===== config.mk =====
export PLATFORM = sky130hd
export DESIGN_NAME = seq_stream_arbiter
export DESIGN_NICKNAME = d
export VERILOG_FILES = /design/src/rtl/seq_stream_arbiter.sv
export SDC_FILE = /design/constraint.sdc
export NUM_CORES = 1
export LEC_CHECK = 0
export ABC_CLOCK_PERIOD_IN_PS = 2550
export CAP_MARGIN = 20
export CORE_ASPECT_RATIO = 0.7
export CORE_MARGIN = 1
export CORE_UTILIZATION = 40
export DETAILED_ROUTE_END_ITERATION = 10
export PLACE_DENSITY = 0.67
export SLEW_MARGIN = 10
export SYNTH_ARGS = -nofsm -noshare
export SYNTH_HDL_FRONTEND = slang
export SYNTH_SLANG_ARGS = --single-unit

===== constraint.sdc =====
create_clock -name clock -period 2.55 [get_ports clock]
set_input_delay 0.51 -clock clock [delete_from_list [all_inputs] [get_ports clock]]
set_output_delay 0.51 -clock clock [all_outputs]
set_load 0.02 [all_outputs]

===== src/rtl/seq_stream_arbiter.sv =====
// Round-robin front end that serializes one requester word at a time, MSB first, into a shared
// sequence recognizer and counts its matches per requester. Define SEQ_ARB_FIXED_PRIO_EN for fixed
// priority (req0 always wins ties, no pointer state).
module seq_stream_arbiter #(
  parameter int unsigned WIDTH = 8,
  parameter int unsigned CNT_W = 4
) (
  input  logic             clock,
  input  logic             _reset,
  input  logic             req0,
  input  logic [WIDTH-1:0] data0,
  output logic             ack0,
  output logic [CNT_W-1:0] hits0,
  input  logic             req1,
  input  logic [WIDTH-1:0] data1,
  output logic             ack1,
  output logic [CNT_W-1:0] hits1,
  output logic             ser_out,
  input  logic             rec_match,
  output logic             busy,
  output logic             grant
);

  localparam int unsigned BitW = $clog2(WIDTH + 1);
  localparam logic [CNT_W-1:0] HitMax = '1;
  localparam logic [BitW-1:0] LastBit = BitW'(WIDTH);

  typedef enum logic [1:0] {StIdle, StShift, StDone} state_e;

  state_e           state_q, state_d;
  logic [WIDTH-1:0] shreg_q, shreg_d;
  logic [BitW-1:0]  bitcnt_q, bitcnt_d;
  logic             grant_q, grant_d;
  logic             ser_q, ser_d;
  logic             busy_q, busy_d;
  logic             ack0_q, ack0_d;
  logic             ack1_q, ack1_d;
  logic [CNT_W-1:0] hits0_q, hits0_d;
  logic [CNT_W-1:0] hits1_q, hits1_d;
  logic             winner;
  logic [WIDTH-1:0] win_data;

`ifdef SEQ_ARB_FIXED_PRIO_EN
  assign winner = ~req0;
`else
  // last_q holds the requester served most recently; a tie goes to the other one.
  logic last_q, last_d;

  assign winner = (req0 && req1) ? ~last_q : ~req0;

  always_comb begin
    last_d = last_q;
    if (state_q == StDone) begin
      last_d = grant_q;
    end
  end

  always_ff @(posedge clock or negedge _reset) begin
    if (!_reset) begin
      last_q <= 1'b1;
    end else begin
      last_q <= last_d;
    end
  end
`endif

  assign win_data = winner ? data1 : data0;

  always_comb begin
    state_d  = state_q;
    shreg_d  = shreg_q;
    bitcnt_d = bitcnt_q;
    grant_d  = grant_q;
    ser_d    = ser_q;
    busy_d   = busy_q;
    ack0_d   = ack0_q;
    ack1_d   = ack1_q;
    hits0_d  = hits0_q;
    hits1_d  = hits1_q;

    unique case (state_q)
      StIdle: begin
        ser_d = 1'b1;
        if (req0 || req1) begin
          grant_d  = winner;
          busy_d   = 1'b1;
          ser_d    = win_data[WIDTH-1];
          shreg_d  = {win_data[WIDTH-2:0], 1'b0};
          bitcnt_d = BitW'(1);
          state_d  = StShift;
        end
      end
      StShift: begin
        // Every SHIFT edge samples the recognizer: E1..E_WIDTH, WIDTH samples per word.
        if (rec_match) begin
          if (grant_q) begin
            hits1_d = (hits1_q == HitMax) ? hits1_q : hits1_q + CNT_W'(1);
          end else begin
            hits0_d = (hits0_q == HitMax) ? hits0_q : hits0_q + CNT_W'(1);
          end
        end
        if (bitcnt_q == LastBit) begin
          ser_d   = 1'b1;
          ack0_d  = ~grant_q;
          ack1_d  = grant_q;
          state_d = StDone;
        end else begin
          ser_d    = shreg_q[WIDTH-1];
          shreg_d  = {shreg_q[WIDTH-2:0], 1'b0};
          bitcnt_d = bitcnt_q + BitW'(1);
        end
      end
      StDone: begin
        ack0_d  = 1'b0;
        ack1_d  = 1'b0;
        busy_d  = 1'b0;
        state_d = StIdle;
      end
      default: begin
        state_d = StIdle;
      end
    endcase
  end

  always_ff @(posedge clock or negedge _reset) begin
    if (!_reset) begin
      state_q  <= StIdle;
      shreg_q  <= '0;
      bitcnt_q <= '0;
      grant_q  <= 1'b0;
      ser_q    <= 1'b1;
      busy_q   <= 1'b0;
      ack0_q   <= 1'b0;
      ack1_q   <= 1'b0;
      hits0_q  <= '0;
      hits1_q  <= '0;
    end else begin
      state_q  <= state_d;
      shreg_q  <= shreg_d;
      bitcnt_q <= bitcnt_d;
      grant_q  <= grant_d;
      ser_q    <= ser_d;
      busy_q   <= busy_d;
      ack0_q   <= ack0_d;
      ack1_q   <= ack1_d;
      hits0_q  <= hits0_d;
      hits1_q  <= hits1_d;
    end
  end

  assign ack0    = ack0_q;
  assign ack1    = ack1_q;
  assign hits0   = hits0_q;
  assign hits1   = hits1_q;
  assign ser_out = ser_q;
  assign busy    = busy_q;
  assign grant   = grant_q;

endmodule

---- After elaboration in Yosys (flattened, before gate mapping) ----
Index checks and enable logic that the tools add are counted.
storage, ports and cells
  output and inout bits ................... 13
  memories kept ........................... 0
  flip-flop bits (word level) ............. 28
  bits in writable memories ............... 0
  ROM bits ................................ 0
  bits in latches ......................... 0
  input port bits ......................... 21
cells by class
  add/subtract/negate cells ............... 3
  reductions and logical operators ........ 13
  equality and inequality tests ........... 8
  shifts and indexed selects .............. 0
  bitwise gates (word level) .............. 5
  multiplexer cells ....................... 20
  multiply operators ...................... 0
  div/mod/pow operators ................... 0
  magnitude comparators ................... 0
operators by type and width
  kind                                                  count
  two-way mux 8 bit                                     3
  one-hot mux 8 bit (2 select lines)                    1
  adder 4 x 1 -> 4 bit (second input constant)          3
  equality test 4 bit (second input constant)           3
  two-way mux 4 bit                                     2
  one-hot mux 1 bit (2 select lines)                    4
  one-hot mux 4 bit (2 select lines)                    1
  AND reduction 2 bit                                   4
  AND reduction 4 bit                                   2
  two-way mux 1 bit                                     6
  inequality test 2 bit (second input constant)         3
  nonzero test 2 bit                                    3
  inverter 1 bit                                        5
  two-way mux 2 bit                                     2
  one-hot mux 2 bit (2 select lines)                    1
  AND reduction 3 bit                                   1
  equality test 2 x 1 -> 1 bit (second input constant)  1
  equality test 2 bit (second input constant)           1
  zero test 2 bit                                       1
  logical AND 1 bit                                     1
  logical OR 1 bit                                      1

---- Logic depth before layout (Yosys ltp) ----
Gate-level depths: netlist (run 1).
  word-level depth ........................ 5
  depth in mapped cells ................... 7

---- Worst setup path before layout (run 1) ----
Ideal clock, no wire load.
  path kind ............................... input-to-reg
  start point ............................. input req1
  end point ............................... register shreg_q[2]
  stages on the path ...................... 7
  arrival time ............................ 1.406 ns
  path slack .............................. 1.021 ns
  required time ........................... 2.426 ns
  path through ............................ o21ba_1 -> and2_1 -> buf_2 -> a21oi_4 -> inv_2 -> o21ai_0 -> o2bb2ai_1
between the ends
  word-level cells in the longest chain between the ends .. 5
  elaborated cells between the ends (all ways) .. 8
  those cells by class .................... eq/ne: 1; mux: 4; reduce/logical: 3
RTL lines
  element                             line  RTL
  from (decl)                         14    input logic req1,
  logical AND 1 bit                   49    assign winner = (req0 && req1) ? ~last_q : ~req0;
  two-way mux 1 bit                   49
  two-way mux 8 bit                   67    assign win_data = winner ? data1 : data0;
  two-way mux 8 bit                   84    if (req0 || req1) begin
  one-hot mux 8 bit (2 select lines)  81    unique case (state_q)
  to (signal assigned)                139   shreg_q <= shreg_d;
  to (decl)                           31    logic [WIDTH-1:0] shreg_q, shreg_d;
Several ways; a longest one is shown, not always the timed one. The select of a mux whose other input is x is not followed.
A chain may end at the register's enable or synchronous reset.

---- Final worst setup path (run 1) ----
  start point ............................. register grant_q (netlist: grant)
  end point ............................... output grant
RTL lines
  element                 line  RTL
  from (decl)             33    logic grant_q, grant_d;
  from (signal assigned)  141   grant_q <= grant_d;
  to (decl)               21    output logic grant
No word-level cell between the ends.

==> results of run 1 <==
worst max path at each step:
stage | start | endpoint | slack [ns]
after global placement | req1 | shreg_q[1]$_DFFE_PN0P_ | 0.40
after CTS | grant$_DFFE_PN0P_ | grant | 0.61
after detailed placement | req1 | shreg_q[1]$_DFFE_PN0P_ | 0.39
after floorplan | req1 | shreg_q[2]$_DFFE_PN0P_ | 1.02
after global routing | grant$_DFFE_PN0P_ | grant | 0.55
final | grant$_DFFE_PN0P_ | grant | 0.62
synth_stat cells (all sizes together), types with 3 or more instances:
cell type  count
dfrtp         25
a31oi          9
o21ai          8
a21oi          7
inv            7
a21boi         6
mux2           6
o2bb2ai        6
buf            5
nand2          5
ha             4
nand2b         4
nand3          4
nor2           4
nand4          3
nor2b          3
cell type report:
cell class	count	area [µm²]
inverter	7	26.3
tap	47	58.8
multi-input combinational	90	646
fill	283	1410
sequential	27	678
clock buffer	3	41.3
timing repair buffer	35	345
clock inverter	1	7.51
state kept, by name, summed over array words and instances, names as in the netlist, 2 cells and up:
register,flops
state_q,2
bitcnt_q,4
hits1,4
shreg_q,7
hits0,4
cells in the final DEF (no fill, tap or decap), drive strengths merged, types with 2 or more instances in the layout:
cell | Yosys | routed
clkdlybuf4s50 | 0 | 33
o22ai | 2 | 2
o21ai | 8 | 8
a22o | 2 | 2
inv | 7 | 7
buf | 5 | 2
dfrtp | 25 | 25
xnor2 | 2 | 2
ha | 4 | 4
a21boi | 6 | 6
and3 | 2 | 2
nor3 | 2 | 2
xor2 | 2 | 2
nand3 | 4 | 4
o2bb2ai | 6 | 6
mux2 | 6 | 6
nor2b | 3 | 3
nor2 | 4 | 4
dfstp | 2 | 2
a31oi | 9 | 9
nand4 | 3 | 3
a21oi | 7 | 7
nand2b | 4 | 4
clkbuf | 0 | 3
nand2 | 5 | 5
routing by layer:
layer | vias to the layer above | GRT usage, % | wire (µm) | share of wire [%]
met3 | 2 | 4.73 | 92 | 3.2
met5 | - | 0 | 0 | 0
met4 | 0 | 1.96 | 22 | 0.76
met2 | 21 | 28.0 | 1350 | 47
li1 | 538 | - | - | -
met1 | 561 | 24.5 | 1440 | 49
cells by family after synthesis:
| family | Yosys count | share of synthesized area, % |
|---|---|---|
| flip-flops | 27 | 49.1 |
| AND/OR/NAND/NOR | 32 | 13.6 |
| adder cells (fa/ha/maj) | 4 | 3.62 |
| multiplexers | 6 | 4.89 |
| XOR/XNOR | 4 | 2.54 |
| buffers and inverters | 12 | 4.17 |
| AO/OA/AOI/OAI | 44 | 22.1 |
metrics by stage:
stage	instance area [µm²]	setup WS, ns	power, mW	util, %
global placement	1750	0.398	1.71	54.6
CTS	1800	0.606	2.01	56.1
detailed placement	1750	0.392	1.75	54.6
finish	1800	0.618	1.99	56.1
floorplan	1380	1.02	1.41	-
global route	1800	0.553	2.15	56.1
report_power, final:
group | leakage, nW | switching (mW) | internal (mW)
clock | 0.0217 | 0.129 | 0.111
sequential | 0.322 | 0.171 | 0.624
combinational | 0.393 | 0.497 | 0.459
==> impl_metrics.env, run 1 <==
export IMPL_status="complete, no violations"
export IMPL_worst_hold_slack_ns=0.497
export IMPL_tightest_slew_ns=0.488
export IMPL_hold_buffers=0
export IMPL_cts_root_buf="clkbuf_8"
export IMPL_yosysUniqueCellTypes=37
export IMPL_start_util_pct=43.0
export IMPL_cts_resized=0
export IMPL_hpwl_um=2210
export IMPL_critPathTopFamily="buffers and inverters"
export IMPL_ys_ff_latch=27
export IMPL_die_x_um=72.2
export IMPL_drt_total_wl_um=2910
export IMPL_clock_latency_ns=0.27
export IMPL_rsz0062_at_grt="false"
export IMPL_timing_rr_end="hits1[1]$_DFFE_PN0P_"
export IMPL_timing_reg2reg_setup_slack_ns=0.73
export IMPL_viasPerCell=5.34
export IMPL_yosysWarnings=0
export IMPL_postSynthAreaPerCell_um2=10.7
export IMPL_fmaxAchievable_mhz=518
export IMPL_place_inst=206
export IMPL_finClkSkew_ns=0.00706
export IMPL_htreeDepth=1
export IMPL_r2r_start="state_q[1]$_DFFE_PN0P_"
export IMPL_io_buffer_count=33
export IMPL_relSlewSlack_pct=67.5
export IMPL_hold_path_depth=1
export IMPL_maxSlewViolCount=0
export IMPL_wire_per_inst_um=13.8
export IMPL_hp_start="shreg_q[5]$_DFFE_PN0P_"
export IMPL_grt_pass1_vias=1103
export IMPL_slowest_delay_ns=0.66
export IMPL_fin_nets=189
export IMPL_ys_seq_area_share_pct=49.1
export IMPL_synth_edf_count=0
export IMPL_p_per_area_nw_per_um2=1100
export IMPL_peakVddDrop_uv=489
export IMPL_core_um2=3210
export IMPL_drt_iter0_drc=34
export IMPL_period_share_pct=75.8
export IMPL_die_h_um=51.2
export IMPL_cts_tree="yes"
export IMPL_crit_buf_inv=1
export IMPL_grt_max_degree=28
export IMPL_track_usage_pct=17.5
export IMPL_yosys_top_cells_area="dfrtp_1, a31oi_1, dfstp_2"
export IMPL_row_count=17
export IMPL_drc=0
export IMPL_io_pin_count=34
export IMPL_crit_arrival_ns=1.42
export IMPL_antenna_found_initial=0
export IMPL_cpMaxStageDelayCell="clkdlybuf4s50_1"
export IMPL_holdCritPathClass="reg2reg"
export IMPL_maxCapViolCount=0
export IMPL_yosys_most_used_dff="dfrtp_1"
export IMPL_async_reset_ff_share_pct=100
export IMPL_fin_tns_setup_ns=0
export IMPL_clk_pin_slew_ns=0.09
export IMPL_path_cells="clkdlybuf4s50_1"
export IMPL_synth_cell_area_um2=1380
export IMPL_min_to="shreg_q[5]$_DFFE_PN0P_"
export IMPL_required_ns=2.04
export IMPL_cts_sinks=27
export IMPL_setup_viol=0
export IMPL_antenna_left=0
export IMPL_syn2layout_area_growth_pct=30.5
export IMPL_cts_setup_buffers=0
export IMPL_startpoint_type="flip-flop"
export IMPL_synthesis_nets=154
export IMPL_vias=1122
export IMPL_crit_path_end_kind="output pin"
export IMPL_drt_first_pass_iters=4
export IMPL_cts_made_buffers=3
export IMPL_syn_inst=129
export IMPL_hold_viol_final=0
export IMPL_overflow=0
export IMPL_die_area_um2=3700
export IMPL_place_gp_congestion=0.758
export IMPL_rr_worst_depth=4
export IMPL_fin_cells=210
export IMPL_drive_above_1_share_pct=9.20
export IMPL_yosysTopAreaCell="dfrtp_1"
export IMPL_diodes=0
export IMPL_grt_pass1_wl_um=4990
export IMPL_synth_top_cell_area_share_pct=45.3
export IMPL_cts_max_path_buffers=2
export IMPL_p_leak_nw=0.737
export IMPL_crit_cells=1
export IMPL_path_class="reg2out"
export IMPL_crit_fanout=7
export IMPL_post_route_min_period_ns=1.93
No activity file was read; power rests on OpenSTA's default activity.
==> run 2, diff against run 1 <==
--- a/config.mk
+++ b/config.mk
@@ -5,7 +5,7 @@
 export SDC_FILE = /design/constraint.sdc
 export NUM_CORES = 1
 export LEC_CHECK = 0
-export ABC_CLOCK_PERIOD_IN_PS = 2550
+export ABC_CLOCK_PERIOD_IN_PS = 1930
 export CAP_MARGIN = 20
 export CORE_ASPECT_RATIO = 0.7
 export CORE_MARGIN = 1
==> constraint.sdc (replaced) <==
create_clock -name clock -period 1.93 [get_ports clock]
set_input_delay 0.386 -clock clock [delete_from_list [all_inputs] [get_ports clock]]
set_output_delay 0.386 -clock clock [all_outputs]
set_load 0.02 [all_outputs]
==> impl_metrics.env, run 2 (synthesis gave the netlist of run 1 again) <==
export IMPL_status="complete, no violations"
export IMPL_relSlewSlack_pct=77.2
export IMPL_hold_buffers=0
export IMPL_path_class="reg2out"
export IMPL_final_common_cell="clkdlybuf4s50_1"
export IMPL_setup_viol=0
export IMPL_cts_resized=0
export IMPL_die_h_um=51.2
export IMPL_antenna_left=0
export IMPL_period_share_pct=94.9
export IMPL_diodes=0
export IMPL_drt_total_wl_um=2900
export IMPL_largest_register_ffs=7
export IMPL_post_route_min_period_ns=1.83
export IMPL_viasPerCell=5.21
export IMPL_worst_hold_slack_ns=0.477
export IMPL_tightest_slew_ns=0.342
export IMPL_drive_above_1_share_pct=11.9
export IMPL_grt_max_degree=28
export IMPL_io_buffer_count=33
export IMPL_cts_root_buf="clkbuf_8"
export IMPL_drc=0
export IMPL_grt_pass1_wl_um=5130
export IMPL_io_pin_count=34
export IMPL_critPathTopFamily="buffers and inverters"
export IMPL_antenna_found_initial=0
export IMPL_crit_path_end_kind="output pin"
export IMPL_cts_setup_buffers=0
export IMPL_required_ns=1.54
export IMPL_row_count=17
export IMPL_rsz0062_at_grt="false"
export IMPL_wire_per_inst_um=13.5
export IMPL_hpwl_um=2210
export IMPL_peakVddDrop_uv=596
export IMPL_path_cells="clkdlybuf4s50_1"
export IMPL_core_um2=3210
export IMPL_drt_iter0_drc=45
export IMPL_slowest_delay_ns=0.66
export IMPL_crit_fanout=7
export IMPL_cts_sinks=27
export IMPL_cts_tree="yes"
export IMPL_start_util_pct=43.0
export IMPL_rr_worst_depth=4
export IMPL_die_area_um2=3700
export IMPL_cts_made_buffers=3
export IMPL_holdCritPathClass="in2async"
export IMPL_p_leak_nw=0.765
export IMPL_cts_max_path_buffers=2
export IMPL_drt_first_pass_iters=4
export IMPL_cpMaxStageDelayCell="clkdlybuf4s50_1"
export IMPL_crit_buf_inv=1
export IMPL_crit_arrival_ns=1.45
export IMPL_overflow=0
export IMPL_hold_viol_final=0
export IMPL_maxCapViolCount=0
export IMPL_clk_pin_slew_ns=0.09
export IMPL_startpoint_type="flip-flop"
export IMPL_place_gp_congestion=0.742
export IMPL_fin_nets=194
export IMPL_vias=1120
export IMPL_final_cell_mix="clkdlybuf4s50_1, dfrtp_1, a31oi_1"
export IMPL_crit_cells=1
export IMPL_syn2layout_area_growth_pct=33.1
export IMPL_final_util_pct=57.2
export IMPL_clock_latency_ns=0.27
export IMPL_finClkSkew_ns=0.00951
export IMPL_fmaxAchievable_mhz=546
export IMPL_htreeDepth=1
export IMPL_maxSlewViolCount=0
export IMPL_track_usage_pct=17.9
export IMPL_die_x_um=72.2
export IMPL_grt_pass1_vias=1156
export IMPL_fin_tns_setup_ns=0
export IMPL_top_register="shreg_q"
export IMPL_p_per_area_nw_per_um2=1460
run 2: path summary, 6_finish.rpt:
check	from	end	slack [ns]
setup reg to reg	state_q[1]$_DFFE_PN0P_	hits1[3]$_DFFE_PN0P_	0.25
min in group clock	shreg_q[2]$_DFFE_PN0P_	shreg_q[2]$_DFFE_PN0P_	0.49
hold / removal	_reset	state_q[0]$_DFFE_PN0P_	0.48
setup / recovery	grant$_DFFE_PN0P_	grant	0.1
hold reg to reg	shreg_q[2]$_DFFE_PN0P_	shreg_q[2]$_DFFE_PN0P_	0.49
max in group asynchronous	_reset	ser_out$_DFFE_PN1P_	1.16
run 2: stage by stage:
step                cells  power, mW  cell area, µm²  worst slack [ns]
floorplan             129       1.87            1380             0.469
global placement      211       2.32            1790            0.0613
detailed placement    211       2.38            1790            0.0657
CTS                   215       2.70            1840            0.0891
global route          215       2.89            1840            0.0333
finish                215       2.68            1840            0.0989
run 2: final cells by class:
class	instances	area [µm²]
Tap cell	47	58.8
Timing Repair Buffer	40	383
Inverter	7	26.3
Multi-Input combinational cell	90	646
Clock buffer	3	41.3
Sequential cell	27	678
Fill cell	275	1370
Clock inverter	1	5.00
run 2: where the power goes:
group	internal, mW	switching, mW
Combinational	0.657	0.661
Clock	0.145	0.173
Sequential	0.825	0.215
Total	1.63	1.05
run 2: routing by layer:
| metal | GRT usage (%) | wire length (µm) | vias up |
|---|---|---|---|
| li1 | - | - | 553 |
| met1 | 24.6 | 1530 | 554 |
| met2 | 29.0 | 1290 | 11 |
| met3 | 4.73 | 67 | 2 |
| met4 | 2.94 | 17 | 0 |
| met5 | 0 | 0 | - |
==> run 3, diff against run 2 <==
--- a/config.mk
+++ b/config.mk
@@ -11,7 +11,7 @@
 export CORE_MARGIN = 1
 export CORE_UTILIZATION = 40
 export DETAILED_ROUTE_END_ITERATION = 10
-export PLACE_DENSITY = 0.67
+export PLACE_DENSITY = 0.7
 export SLEW_MARGIN = 10
 export SYNTH_ARGS = -nofsm -noshare
 export SYNTH_HDL_FRONTEND = slang
==> impl_metrics.env, run 3 (synthesis gave the netlist of run 1 again) <==
export IMPL_status="complete, no violations"
export IMPL_cts_resized=0
export IMPL_post_route_min_period_ns=1.78
export IMPL_antenna_left=0
export IMPL_die_x_um=72.2
export IMPL_htreeDepth=1
export IMPL_fin_nets=195
export IMPL_final_cell_mix="clkdlybuf4s50_1, dfrtp_1, a31oi_1"
export IMPL_worst_hold_slack_ns=0.484
export IMPL_hold_buffers=0
export IMPL_core_um2=3210
export IMPL_io_buffer_count=33
export IMPL_cts_tree="yes"
export IMPL_wire_per_inst_um=13.8
export IMPL_cts_setup_buffers=0
export IMPL_timing_rr_end="hits0[3]$_DFFE_PN0P_"
export IMPL_path_cells="clkdlybuf4s50_1"
export IMPL_start_util_pct=43.0
export IMPL_syn2layout_area_growth_pct=33.5
export IMPL_cts_max_path_buffers=2
export IMPL_fin_ws_ns=0.147
export IMPL_setup_viol=0
export IMPL_period_share_pct=92.4
export IMPL_tightest_slew_ns=0.368
export IMPL_overflow=0
export IMPL_cts_root_buf="clkbuf_8"
export IMPL_row_count=17
export IMPL_final_common_cell="clkdlybuf4s50_1"
export IMPL_crit_cells=1
export IMPL_grt_pass1_vias=1053
export IMPL_maxSlewViolCount=0
export IMPL_r2r_start="state_q[1]$_DFFE_PN0P_"
export IMPL_drive_above_1_share_pct=11.8
export IMPL_die_h_um=51.2
export IMPL_diodes=0
export IMPL_drt_total_wl_um=2970
export IMPL_p_per_area_nw_per_um2=1450
export IMPL_crit_fanout=2
export IMPL_required_ns=1.54
export IMPL_peakVddDrop_uv=596
export IMPL_cts_made_buffers=3
export IMPL_clock_latency_ns=0.27
export IMPL_crit_path_end_kind="output pin"
export IMPL_die_area_um2=3700
export IMPL_place_gp_congestion=0.739
export IMPL_finalPower_mw=2.68
export IMPL_grt_pass1_wl_um=4840
export IMPL_hold_viol_final=0
export IMPL_relSlewSlack_pct=75.4
export IMPL_rr_worst_depth=4
export IMPL_path_class="reg2out"
export IMPL_finClkSkew_ns=0.00420
export IMPL_io_pin_count=34
export IMPL_hpwl_um=2280
export IMPL_crit_arrival_ns=1.40
export IMPL_fillers=280
export IMPL_dp_worst_setup_slack_ns=0.0664
export IMPL_drc=0
export IMPL_startpoint_type="flip-flop"
export IMPL_largest_register_ffs=7
export IMPL_viasPerCell=5.23
export IMPL_p_leak_nw=0.767
export IMPL_slowest_delay_ns=0.59
export IMPL_drt_iter0_drc=60
export IMPL_timing_reg2reg_setup_slack_ns=0.25
export IMPL_track_usage_pct=17.4
export IMPL_top_register="shreg_q"
export IMPL_critPathTopFamily="buffers and inverters"
export IMPL_cp_endpoint="ser_out"
export IMPL_grt_max_degree=28
export IMPL_crit_buf_inv=1
export IMPL_rsz0062_at_grt="false"
export IMPL_vias=1129
export IMPL_cts_sinks=27
export IMPL_crit_path_start="ser_out$_DFFE_PN1P_"
export IMPL_cpMaxStageDelayCell="clkdlybuf4s50_1"
export IMPL_fin_tns_setup_ns=0
export IMPL_antenna_found_initial=0
export IMPL_clk_pin_slew_ns=0.09
export IMPL_holdCritPathClass="in2async"
export IMPL_fmaxAchievable_mhz=561
export IMPL_drt_first_pass_iters=4
export IMPL_maxCapViolCount=0
==> run 3: cell count changes in the layout (fill, tap and decap cells not counted), sizes merged <==
cell    delta
clkbuf     +1
clkinv     -1
buf        +1
==> run 3: area by class of cell <==
cell class | instances | area (µm²) | area share [%]
repair buffers | 41 | 390 | 21.2
well taps | 47 | 58.8 | 3.19
inverters | 7 | 26.3 | 1.42
multi-input cells | 90 | 646 | 35.0
flip-flops and latches | 27 | 678 | 36.8
clock buffers | 4 | 45.0 | 2.44
==> run 3: power by group <==
part	total (mW)	internal, mW	switching [mW]	leakage (nW)
Combinational	1.34	0.657	0.682	0.422
Sequential	1.03	0.825	0.204	0.322
Clock	0.314	0.148	0.166	0.0228
==> run 3: layer usage <==
| metal | vias to the layer above | track usage (%) | wire (µm) |
|---|---|---|---|
| li1 | 549 | - | - |
| met2 | 34 | 29.0 | 1380 |
| met4 | 0 | 5.23 | 29 |
| met1 | 544 | 22.8 | 1440 |
| met5 | - | 0 | 0 |
| met3 | 2 | 3.75 | 118 |
==> run 3: stage by stage <==
stage	utilization [%]	cells	area, µm²
after floorplan	-	129	1380
after global placement	56.0	212	1800
after detailed placement	56.0	212	1800
after CTS	57.4	216	1840
after global routing	57.4	216	1840
final	57.4	216	1840
==> run 3: worst min-delay path by stage <==
| stage | from | end | slack [ns] | depth (start not counted) |
|---|---|---|---|---|
| after global routing | shreg_q[4]$_DFFE_PN0P_ | shreg_q[4]$_DFFE_PN0P_ | 0.51 | 1 |
| after global placement | shreg_q[6]$_DFFE_PN0P_ | shreg_q[6]$_DFFE_PN0P_ | 0.47 | 1 |
| after detailed placement | shreg_q[4]$_DFFE_PN0P_ | shreg_q[4]$_DFFE_PN0P_ | 0.47 | 1 |
| after CTS | _reset | shreg_q[2]$_DFFE_PN0P_ | 0.49 | 2 |
| final | _reset | shreg_q[2]$_DFFE_PN0P_ | 0.48 | 2 |
| after floorplan | _reset | ack0$_DFFE_PN0P_ | 0.09 | 0 |
